--- src/rtl/qvga_quad_reader.sv ---
// qvga_quad_reader
//
// Pixel-fetch stage ahead of the image filter. It reads a double-buffered
// IMG_WIDTH x IMG_HEIGHT RGB444 camera frame from a synchronous-read BRAM and
// shows it 2x upscaled in the bottom-right quadrant of the VGA raster. The
// VGA timing controls are re-timed so that they stay aligned with the fetched
// pixel. Total latency from inputs to outputs is two clocks.
//
// The module also owns the ping-pong bank swap. A finished camera frame is only
// handed to the display at the first blanking line, so the banks never change
// while active video is being drawn.
//
// Ports:
//   clk            pixel clock
//   reset          asynchronous reset, active low
//   DE_in          data enable from the sync generator
//   x_pixel_in     VGA column (10 bits)
//   y_pixel_in     VGA row (10 bits)
//   h_sync_in      horizontal sync
//   v_sync_in      vertical sync
//   wr_frame_done  one-cycle pulse: the camera writer has finished wr_bank
//   rd_addr        frame-buffer read address (local_y*IMG_WIDTH + local_x)
//   rd_bank        bank currently being displayed
//   wr_bank        bank the camera writer fills; always ~rd_bank
//   rd_data        BRAM read data {R,G,B}, sampled by the second stage
//   DE, x_pixel, y_pixel, h_sync, v_sync   inputs delayed by two clocks
//   r_out, g_out, b_out                    pixel colour aligned with DE/x/y
module qvga_quad_reader #(
  parameter int          IMG_WIDTH  = 160,
  parameter int          IMG_HEIGHT = 120,
  parameter int          H_ACTIVE   = 640,
  parameter int          V_ACTIVE   = 480,
  parameter logic [11:0] BG_COLOR   = 12'h000
) (
  input  logic        clk,
  input  logic        reset,
  input  logic        DE_in,
  input  logic [9:0]  x_pixel_in,
  input  logic [9:0]  y_pixel_in,
  input  logic        h_sync_in,
  input  logic        v_sync_in,
  input  logic        wr_frame_done,
  output logic [14:0] rd_addr,
  output logic        rd_bank,
  output logic        wr_bank,
  input  logic [11:0] rd_data,
  output logic        DE,
  output logic [9:0]  x_pixel,
  output logic [9:0]  y_pixel,
  output logic        h_sync,
  output logic        v_sync,
  output logic [3:0]  r_out,
  output logic [3:0]  g_out,
  output logic [3:0]  b_out
);

  // The quadrant origin follows from the 2x upscale: the image covers the
  // last 2*IMG_WIDTH columns and the last 2*IMG_HEIGHT rows.
  localparam logic [9:0] QUAD_X0  = 10'(H_ACTIVE - 2 * IMG_WIDTH);
  localparam logic [9:0] QUAD_Y0  = 10'(V_ACTIVE - 2 * IMG_HEIGHT);
  localparam logic [9:0] H_LIMIT  = 10'(H_ACTIVE);
  localparam logic [9:0] V_LIMIT  = 10'(V_ACTIVE);

  typedef enum logic {
    ST_IDLE,
    ST_PENDING
  } swapState_t;

  logic        w_inQuad;
  logic [9:0]  w_localX;
  logic [9:0]  w_localY;
  logic [14:0] w_addr;
  logic        w_atBlankLine;
  logic        w_swapEvent;
  logic        w_doSwap;

  logic [14:0] r_rdAddr;
  logic        r_deS1;
  logic [9:0]  r_xS1;
  logic [9:0]  r_yS1;
  logic        r_hSyncS1;
  logic        r_vSyncS1;
  logic        r_inQuadS1;

  logic        r_deS2;
  logic [9:0]  r_xS2;
  logic [9:0]  r_yS2;
  logic        r_hSyncS2;
  logic        r_vSyncS2;
  logic [11:0] r_rgbS2;

  logic        r_atBlankPrev;
  logic        r_rdBank;
  swapState_t  r_state;
  swapState_t  w_stateNext;

  // Quadrant test and source-pixel address. Halving the offset gives the 2x
  // upscale. local_y*160 is built as (local_y<<7)+(local_y<<5) so that no
  // multiplier is needed. Outside the quadrant the offsets are meaningless,
  // so the address is forced to 0 in the register stage.
  always_comb begin
    w_inQuad = (x_pixel_in >= QUAD_X0) && (y_pixel_in >= QUAD_Y0) &&
               (x_pixel_in <  H_LIMIT) && (y_pixel_in <  V_LIMIT);
    w_localX = (x_pixel_in - QUAD_X0) >> 1;
    w_localY = (y_pixel_in - QUAD_Y0) >> 1;
    w_addr   = ({5'd0, w_localY} << 7) + ({5'd0, w_localY} << 5) + {5'd0, w_localX};
  end

  // Stage 1: issue the BRAM address and register the controls that go with it.
  always_ff @(posedge clk or negedge reset) begin
    if (!reset) begin
      r_rdAddr   <= '0;
      r_deS1     <= 1'b0;
      r_xS1      <= '0;
      r_yS1      <= '0;
      r_hSyncS1  <= 1'b0;
      r_vSyncS1  <= 1'b0;
      r_inQuadS1 <= 1'b0;
    end else begin
      r_rdAddr   <= w_inQuad ? w_addr : 15'd0;
      r_deS1     <= DE_in;
      r_xS1      <= x_pixel_in;
      r_yS1      <= y_pixel_in;
      r_hSyncS1  <= h_sync_in;
      r_vSyncS1  <= v_sync_in;
      r_inQuadS1 <= w_inQuad;
    end
  end

  // Stage 2: pick the colour. The BRAM data for the stage-1 address is
  // available now. Blanked pixels are always black, and active pixels
  // outside the quadrant get the background colour.
  always_ff @(posedge clk or negedge reset) begin
    if (!reset) begin
      r_deS2    <= 1'b0;
      r_xS2     <= '0;
      r_yS2     <= '0;
      r_hSyncS2 <= 1'b0;
      r_vSyncS2 <= 1'b0;
      r_rgbS2   <= '0;
    end else begin
      r_deS2    <= r_deS1;
      r_xS2     <= r_xS1;
      r_yS2     <= r_yS1;
      r_hSyncS2 <= r_hSyncS1;
      r_vSyncS2 <= r_vSyncS1;
      if (!r_deS1)
        r_rgbS2 <= 12'h000;
      else if (r_inQuadS1)
        r_rgbS2 <= rd_data;
      else
        r_rgbS2 <= BG_COLOR;
    end
  end

  // The swap event is the first cycle of the first blanking line. The
  // edge detect makes sure it fires only once per frame, even though
  // y stays at V_ACTIVE for a whole line.
  assign w_atBlankLine = (y_pixel_in == V_LIMIT);
  assign w_swapEvent   = w_atBlankLine && !r_atBlankPrev;

  always_ff @(posedge clk or negedge reset) begin
    if (!reset)
      r_atBlankPrev <= 1'b0;
    else
      r_atBlankPrev <= w_atBlankLine;
  end

  // Swap FSM state register. A reset discards any swap that is pending.
  always_ff @(posedge clk or negedge reset) begin
    if (!reset)
      r_state <= ST_IDLE;
    else
      r_state <= w_stateNext;
  end

  // Swap FSM next state. A frame-done pulse that arrives at the same time as
  // the swap event is handled right away, so the FSM stays in IDLE.
  always_comb begin
    w_stateNext = r_state;
    case (r_state)
      ST_IDLE:    if (wr_frame_done && !w_swapEvent) w_stateNext = ST_PENDING;
      ST_PENDING: if (w_swapEvent) w_stateNext = ST_IDLE;
      default:    w_stateNext = ST_IDLE;
    endcase
  end

  // Swap FSM output: toggle the banks when a completed frame meets the
  // swap event.
  always_comb begin
    w_doSwap = 1'b0;
    case (r_state)
      ST_IDLE:    w_doSwap = wr_frame_done && w_swapEvent;
      ST_PENDING: w_doSwap = w_swapEvent;
      default:    w_doSwap = 1'b0;
    endcase
  end

  // Displayed bank register. The write bank is derived from it, so the two
  // banks can never point at the same buffer.
  always_ff @(posedge clk or negedge reset) begin
    if (!reset)
      r_rdBank <= 1'b0;
    else if (w_doSwap)
      r_rdBank <= ~r_rdBank;
  end

  assign rd_addr = r_rdAddr;
  assign rd_bank = r_rdBank;
  assign wr_bank = ~r_rdBank;
  assign DE      = r_deS2;
  assign x_pixel = r_xS2;
  assign y_pixel = r_yS2;
  assign h_sync  = r_hSyncS2;
  assign v_sync  = r_vSyncS2;
  assign r_out   = r_rgbS2[11:8];
  assign g_out   = r_rgbS2[7:4];
  assign b_out   = r_rgbS2[3:0];

endmodule

--- config.mk ---
export PLATFORM = sky130hd
export DESIGN_NAME = qvga_quad_reader
export DESIGN_NICKNAME = d
export VERILOG_FILES = /design/src/rtl/qvga_quad_reader.sv
export SDC_FILE = /design/constraint.sdc
export NUM_CORES = 1
export LEC_CHECK = 0
export CAP_MARGIN = 15
export CORE_ASPECT_RATIO = 1.25
export CORE_MARGIN = 3
export CORE_UTILIZATION = 46
export CTS_CLUSTER_DIAMETER = 150
export DETAILED_ROUTE_END_ITERATION = 6
export GPL_TIMING_DRIVEN = 1
export MAX_ROUTING_LAYER = met4
export PLACE_DENSITY = 0.76
export SYNTH_ARGS = -nofsm -noshare
export SYNTH_HDL_FRONTEND = slang
export SYNTH_SLANG_ARGS = --single-unit
--- constraint.sdc ---
create_clock -name clk -period 1.1 [get_ports clk]
set_clock_uncertainty 0.2 [all_clocks]
set_input_delay 0.22 -clock clk [delete_from_list [all_inputs] [get_ports clk]]
set_output_delay 0.22 -clock clk [all_outputs]
set_load 0.005 [all_outputs]
# Word-level counts from Yosys, hierarchy flattened

Index checks and enable logic that the tools add are counted.

Word-level logic and storage cells: 42
Bits in registers: 77
Input bits: 38

Equal/unequal tests: 1
$lt $le $gt $ge: 4
Reduce and logical (&&, ||, !) cells: 8
$add $sub $neg: 4
Muxes and demuxes: 7
Bitwise logic cells: 2

Operators by type and width:

| cell                                                                          | number |
|---|---|
| 12-bit 2-to-1 mux                                                             | 2 |
| 15-bit by 14-bit adder with 15-bit output                                     | 1 |
| 15-bit by 9-bit adder with 15-bit output                                      | 1 |
| 15-bit 2-to-1 mux                                                             | 1 |
| 10-bit by 9-bit equality test with 1-bit output, second input constant        | 1 |
| 10-bit by 8-bit >= comparator with 1-bit output, second input constant        | 1 |
| 10-bit by 9-bit >= comparator with 1-bit output, second input constant        | 1 |
| 10-bit less-than comparator, second input constant                            | 1 |
| 10-bit by 9-bit less-than comparator with 1-bit output, second input constant | 1 |
| 10-bit by 8-bit subtractor with 10-bit output, second input constant          | 1 |
| 10-bit by 9-bit subtractor with 10-bit output, second input constant          | 1 |
| 1-bit logical AND                                                             | 6 |
| 1-bit case mux with 2 select lines                                            | 2 |
| 1-bit zero test                                                               | 2 |
| 1-bit 2-to-1 mux                                                              | 2 |
| 1-bit inverter                                                                | 2 |

# Logic depth before layout (Yosys ltp)

Gate-level depths: netlist of the first run.

Depth in word-level cells: 6
Mapped depth: 12
Gate-level depth less buffers: 12

# Worst setup path after synthesis of the first run

Ideal clock, no wire load.

Path kind: input to register
From: input port x_pixel_in[6]
To: register r_rdAddr[13], in the netlist rd_addr[13]
Buffers on the path: 0
Stages on the path: 11
Required time: 0.763 ns
Setup slack: -1.577 ns
Data arrival time: 2.340 ns
Cell sequence: inv_1 -> ha_1 -> xor2_1 -> fa_1 -> inv_1 -> ha_1 -> a21oi_1 -> o21ai_0 -> or3b_2 -> o31ai_1 -> nor4_2

Longest elaborated chain between the ends: 5

RTL lines:

| item                                                                             | line | text |
|---|---|---|
| start: declaration                                                               | 38   | `input logic [9:0] x_pixel_in,` |
| branches (longest 4 deep; another with 15-bit by 9-bit adder with 15-bit output) | n/a  |  |
| 15-bit 2-to-1 mux *                                                              | 120  | `r_rdAddr <= w_inQuad ? w_addr : 15'd0;` |
| end signal: assignment                                                           | 120  |  |
| end: declaration                                                                 | 77   | `logic [14:0] r_rdAddr;` |

Mark *: on every way between the ends.
A chain may end at the register's enable or synchronous reset.

# Worst setup path after layout of the first run

From: input port x_pixel_in[7]
To: register r_rdAddr[12], in the netlist rd_addr[12]

Same word-level chain as after synthesis.

==> flow_summary.ini, run 1 <==
[power_and_ir_drop]
vdd_drop_max_mv = 1.24
power_mw = 7.09
seq_power_share_pct = 42.0
switching_share_pct = 26.9
p_comb_share_pct = 23.6
pwr_density_cell_mw_per_mm2 = 1450
power_switching_mw = 1.90
p_int_mw = 5.19
power_leakage_nw = 2.47
pwr-share-clk_pct = 34.5

[yosys]
syn_inst = 213
synthTopCellsByArea = dfrtp_1 67%, ha_1 8.3%, and3_1 2.6%
syn_area_per_cell_um2 = 13.5
synth_edf_count = 0
synth_nets = 273
ys_async_sr_fraction_pct = 100
synth_seq_cells = 77
syn_area_mm2 = 0.00288
synth_flop_cell = dfrtp_1
synth-seq-area-share_pct = 67.0
yosys.area.top_type = dfrtp_1
synth_top_area_share_pct = 67.0
ys_warn_count = 0
synth_cell_type_count = 37

[timing]
hold_violations = 1
worstMarginPinSlew_ns = 0.368
setup_viol_count_final = 70
setup_slack_ns = -1.32
max_freq_mhz = 414
rsz0062_at_grt = true
max-slew-margin-rel_pct = 75.4
final_period_minus_worst_setup_slack_ns = 2.42
holdWs_ns = -0.00233
report.final.slew_viol_count = 0
fin_crit_sh_pct = 220

[worst_setup_path]
worstPathRequired_ns = 1.17
end_kind = flop
path_max_fanout = 3
cp.arrival_ns = 2.48
path_class = input port to flop
worstSetupStartpointType = input port

[drt]
via_count = 2319
antenna_left = 0
initialDrtViolationCount = 116
first_pass_iters = 4
drc = 0
via_per_inst = 4.92
wire_per_inst_um = 17.1
drt-total-wl_mm = 8.05

[cells_and_area]
finish.utilization_pct = 82.7
final_cell_mix = 77 x dfrtp_1, 54 x buf_2, 46 x buf_4
seqCellArea_mm2 = 0.00193
n_antenna_cell = 0
nFillCells = 306
drive_gt1_share_pct = 49.9
multi_input_area_mm2 = 0.00121
areaGrowthSynthToFinish_pct = 70.5
final_nets = 444
final_common_cell = dfrtp_1

[clock_network]
htreeDepth = 3
cts_tree = done
path_clk_slew_ns = 0.09
numCtsBuffers = 9
insertion_delay_ns = 0.35
clockBufferDepth = 2
clock-sinks = 77
cts-root-buf = clkbuf_8

[placed_design]
hpwl_mm = 4.90
portBuffers = 89
gp_routability_congestion = 0.851

[grt]
grt_pass1_vias = 2483
antenna_found_initial = 0
grt.total_usage_pct = 23.0
grt-ovfl-total = 0
grt_first_pass_wirelength_mm = 12.2
grt_max_degree = 41

[die]
coreArea_mm2 = 0.00593
dieArea_mm2 = 0.00725
start_util_pct = 48.5
die_x_um = 76.7
rows = 31
pin_count = 90
die_h_um = 94.4

[run]
drv_cap = 0

[outcome]
failed_checks = hold timing, setup timing
status = complete, but fails checks

[min_path]
hold_path.class = input port to flop
[final timing paths]
check | start | endpoint | slack, ns | depth (start not counted)
min reg2reg | r_xS1[0] | x_pixel[0] | 0.15 | 0
max reg2reg | rd_bank | rd_bank | -0.07 | 5
max in group asynchronous | reset | y_pixel[0] | 0.28 | 3
min in group asynchronous | reset | rd_addr[8] | 0.19 | 3
min | x_pixel_in[3] | rd_addr[2] | -0.002 | 2
max | x_pixel_in[7] | rd_addr[12] | -1.32 | 12
[worst max-delay path: stages]
cell and delay, ns:
buf_12 0.10, inv_12 0.03, ha_4 0.15, xor2_2 0.18
fa_1 0.51, buf_4 0.17, fa_2 0.39, nor2b_4 0.13
o31a_1 0.23, o21ai_2 0.08, nor3b_2 0.15, nor3_1 0.13
[final cells by class]
cell class / instances / area share (%)
Clock buffer: 10 / 2.81
Tap cell: 82 / 2.09
Inverter: 21 / 2.37
Clock inverter: 6 / 1.91
Sequential cell: 77 / 39.3
Timing Repair Buffer: 162 / 26.9
Multi-Input combinational cell: 113 / 24.7
[synthesized netlist by cell type (2+ instances only)]
cell type,count
and2_1,6
dfrtp_1,77
o211ai_1,2
and3_1,12
o22ai_1,2
nor2_1,11
nor3_1,5
a21boi_0,2
clkbuf_1,2
xnor2_1,5
nand3_1,3
nor3b_1,2
xor2_1,5
ha_1,19
inv_1,20
nand2_1,8
nor2b_1,2
a21oi_1,4
o21ai_0,5
a211oi_1,2
fa_1,3
[registers in the layout, indices dropped and copies added (netlist names)]
signal / flops
DE: 1
h_sync: 1
r_atBlankPrev: 1
r_deS1: 1
r_hSyncS1: 1
r_inQuadS1: 1
r_rgbS2: 12
r_state: 1
r_vSyncS1: 1
r_xS1: 10
r_yS1: 10
rd_addr: 15
rd_bank: 1
v_sync: 1
x_pixel: 10
y_pixel: 10
[stage by stage]
| stage | area (µm²) | TNS (ns) | setup slack [ns] | cells | hold slack (ns) |
|---|---|---|---|---|---|
| 2_1_floorplan | 3000 | -14.52 | -1.43 | 213 | -0.276 |
| 3_3_place_gp | 4410 | -38.33 | -2.04 | 433 | -0.00769 |
| 3_5_place_dp | 4410 | -39.36 | -2.15 | 433 | -0.00332 |
| 4_1_cts | 4680 | -25.12 | -1.25 | 461 | 0.0132 |
| 5_1_grt | 4910 | -27.24 | -1.36 | 471 | 0.00433 |
| 6_report | 4910 | -24.46 | -1.32 | 471 | -0.00233 |
[power by group through the flow]
stage / Combinational [mW] / Clock (mW) / Sequential, mW
floorplan: 0.587 / 0 / 3.03
global placement: 1.29 / 0 / 3.03
detailed placement: 1.34 / 0 / 3.03
CTS: 1.47 / 2.43 / 2.97
global route: 1.81 / 2.59 / 2.99
finish: 1.67 / 2.45 / 2.98
[timing repair]
| item | 4_1_cts | 5_1_grt |
|---|---|---|
| hold buffers | 4 | 7 |
| pin swaps | 34 | 32 |
| resized for setup | 287 | 45 |
| setup buffers | 8 | 7 |
| endpoints found under the hold margin | 80 | 7 |
| setup endpoints to repair | 71 | 71 |
[cell families after synthesis]
family	count (synthesis)	share of synthesized area, %
DFF	77	67.0
and+or+nand+nor	57	11.0
AOI/OAI and AO/OA	24	5.61
buffers and inverters	23	3.00
adders and majority gates	22	10.3
xor gates and xnor gates	10	3.04
[metal layers]
layer	vias to the layer above	track usage, %	part of all wire (%)
met2	93	42.6	57
met4	0	12.2	3.2
met5	-	-	0
li1	1054	-	-
met1	1150	22.9	36
met3	22	4.29	4.3
Note: power is estimated with default switching activity, not from simulation.
==> run 2, diff against run 1 <==
--- a/config.mk
+++ b/config.mk
@@ -7,7 +7,7 @@
 export LEC_CHECK = 0
 export CAP_MARGIN = 15
 export CORE_ASPECT_RATIO = 1.25
-export CORE_MARGIN = 3
+export CORE_MARGIN = 2
 export CORE_UTILIZATION = 46
 export CTS_CLUSTER_DIAMETER = 150
 export DETAILED_ROUTE_END_ITERATION = 6
==> flow_summary.ini, run 2 (synthesis results as in run 1) <==
[outcome]
status = complete, but fails checks
failed_checks = setup timing

[timing]
max-slew-margin-rel_pct = 80.2
report.final.slew_viol_count = 0
worstMarginPinSlew_ns = 0.296
final_period_minus_worst_setup_slack_ns = 2.31
rsz0062_at_grt = true
holdWs_ns = 0.0337
max_freq_mhz = 432
tns_ns = -22.17
fin_crit_sh_pct = 210
hold_violations = 0
setup_viol_count_final = 70
setup_slack_ns = -1.21

[clock_network]
insertion_delay_ns = 0.34
clock-sinks = 77
path_clk_slew_ns = 0.09
cts_tree = done
clockBufferDepth = 2
numCtsBuffers = 9
cts-root-buf = clkbuf_8
htreeDepth = 3

[grt]
grt_first_pass_wirelength_mm = 11.8
grt.total_usage_pct = 23.8
grt_pass1_vias = 2414
grt_max_degree = 25
antenna_found_initial = 1
grt-ovfl-total = 0

[worst_setup_path]
worstSetupStartpointType = input port
cpMaxStageDelayCell = fa_1
end_kind = flop
worstPathRequired_ns = 1.12
cp.buffers_inverters = 3
max_stage_delay_ns = 0.61
crit_family = adder cells
path_max_fanout = 3
cp.arrival_ns = 2.34
path_class = input port to flop
crit_path_frequent_cell = ha_4
cp_cell_sequence = buf_12 -> inv_12 -> ha_4 -> xor2_2 -> fa_1 -> inv_2 -> ha_4 -> a21oi_4 -> o21ai_2 -> or3b_4 -> o31ai_4 -> nor4_2

[die]
dieArea_mm2 = 0.00691
die_x_um = 74.7
die_h_um = 92.4
pin_count = 90
coreArea_mm2 = 0.00613
start_util_pct = 47.0
rows = 32

[power_and_ir_drop]
power_mw = 6.76
vdd_drop_max_mv = 1.00
pwr_density_cell_mw_per_mm2 = 1410
power_leakage_nw = 2.39

[min_path]
hold_path.class = input port to flop

[placed_design]
preCtsSetupSlack_ns = -2.07
gp_routability_congestion = 0.883
placed_cells = 435
hpwl_mm = 4.63
portBuffers = 89

[cells_and_area]
nFillCells = 384
final_nets = 439
final_common_cell = dfrtp_1
drive_gt1_share_pct = 50.5
areaGrowthSynthToFinish_pct = 66.3
final_cell_mix = 77 x dfrtp_1, 54 x buf_2, 53 x buf_4
largest_reg_flops = 15
final_cells = 470

[run]
drv_cap = 0

[drt]
drt-total-wl_mm = 7.31
wire_per_inst_um = 15.5
first_pass_iters = 4
antenna_left = 0
drc = 0
initialDrtViolationCount = 68
via_count = 2209
via_per_inst = 4.70
run 2: cell types whose count changed in the layout (fill, tap and decap cells not counted), sizes merged:
cell          change
clkbuf            -2
dlygate4sd3       -5
o21ai             +1
buf               -2
bufinv            -1
dlymetal6s2s      -3
diode             +1
inv               +2
dlygate4sd2       +5
run 2: where the power goes:
group	leakage (nW)	internal (mW)	switching, mW
combinational	1.33	0.859	0.722
clock	0.102	1.08	1.13
sequential	0.956	2.94	0.0360
run 2: stage by stage:
stage / util (%) / cell area (µm²)
floorplan: - / 3000
global placement: 71.7 / 4390
detailed placement: 71.7 / 4390
CTS: 77.3 / 4740
global route: 78.1 / 4790
finish: 78.1 / 4790
run 2: what timing repair did:
| action | 4_1_cts | 5_1_grt |
|---|---|---|
| hold endpoints to repair | 81 | 1 |
| hold buffers | 5 | 1 |
| gates cloned | 1 | 0 |
| gates resized for setup | 299 | 16 |
| buffers inserted | 12 | 2 |
| pin swaps | 36 | 13 |
| setup endpoints to repair | 71 | 70 |
run 2: worst paths after layout:
check                         endpoint  cells after the start  slack [ns]          start
max in group asynchronous   r_rgbS2[1]                      3        0.18          reset
max                        rd_addr[13]                     12       -1.21  x_pixel_in[7]
min in group asynchronous   rd_addr[5]                      2        0.10          reset
max reg2reg                    rd_bank                      5       -0.10        rd_bank
min                           r_yS1[5]                      3        0.03  y_pixel_in[5]
min reg2reg                 x_pixel[8]                      0        0.15       r_xS1[8]
run 2: area by class of cell:
| type | count | area, µm² | share of cell area, % |
|---|---|---|---|
| sequential | 77 | 1930 | 40.3 |
| multi-input combinational | 114 | 1220 | 25.4 |
| timing repair buffer | 156 | 1220 | 25.4 |
| clock buffer | 9 | 124 | 2.59 |
| inverter | 21 | 114 | 2.38 |
| tap | 85 | 106 | 2.22 |
| clock inverter | 7 | 80.1 | 1.67 |
| antenna | 1 | 2.50 | 0.0523 |
run 2: tightest hold or removal path: stages:
cell	delay, ns
buf_2	0.10
buf_6	0.12
buf_4	0.11
run 2: routing by layer:
layer	GRT usage [%]	vias to the layer above	wire length [µm]
li1	-	1047	-
met1	27.8	1066	2840
met2	38.9	78	3910
met3	5.55	18	383
met4	9.97	0	179
met5	-	-	0
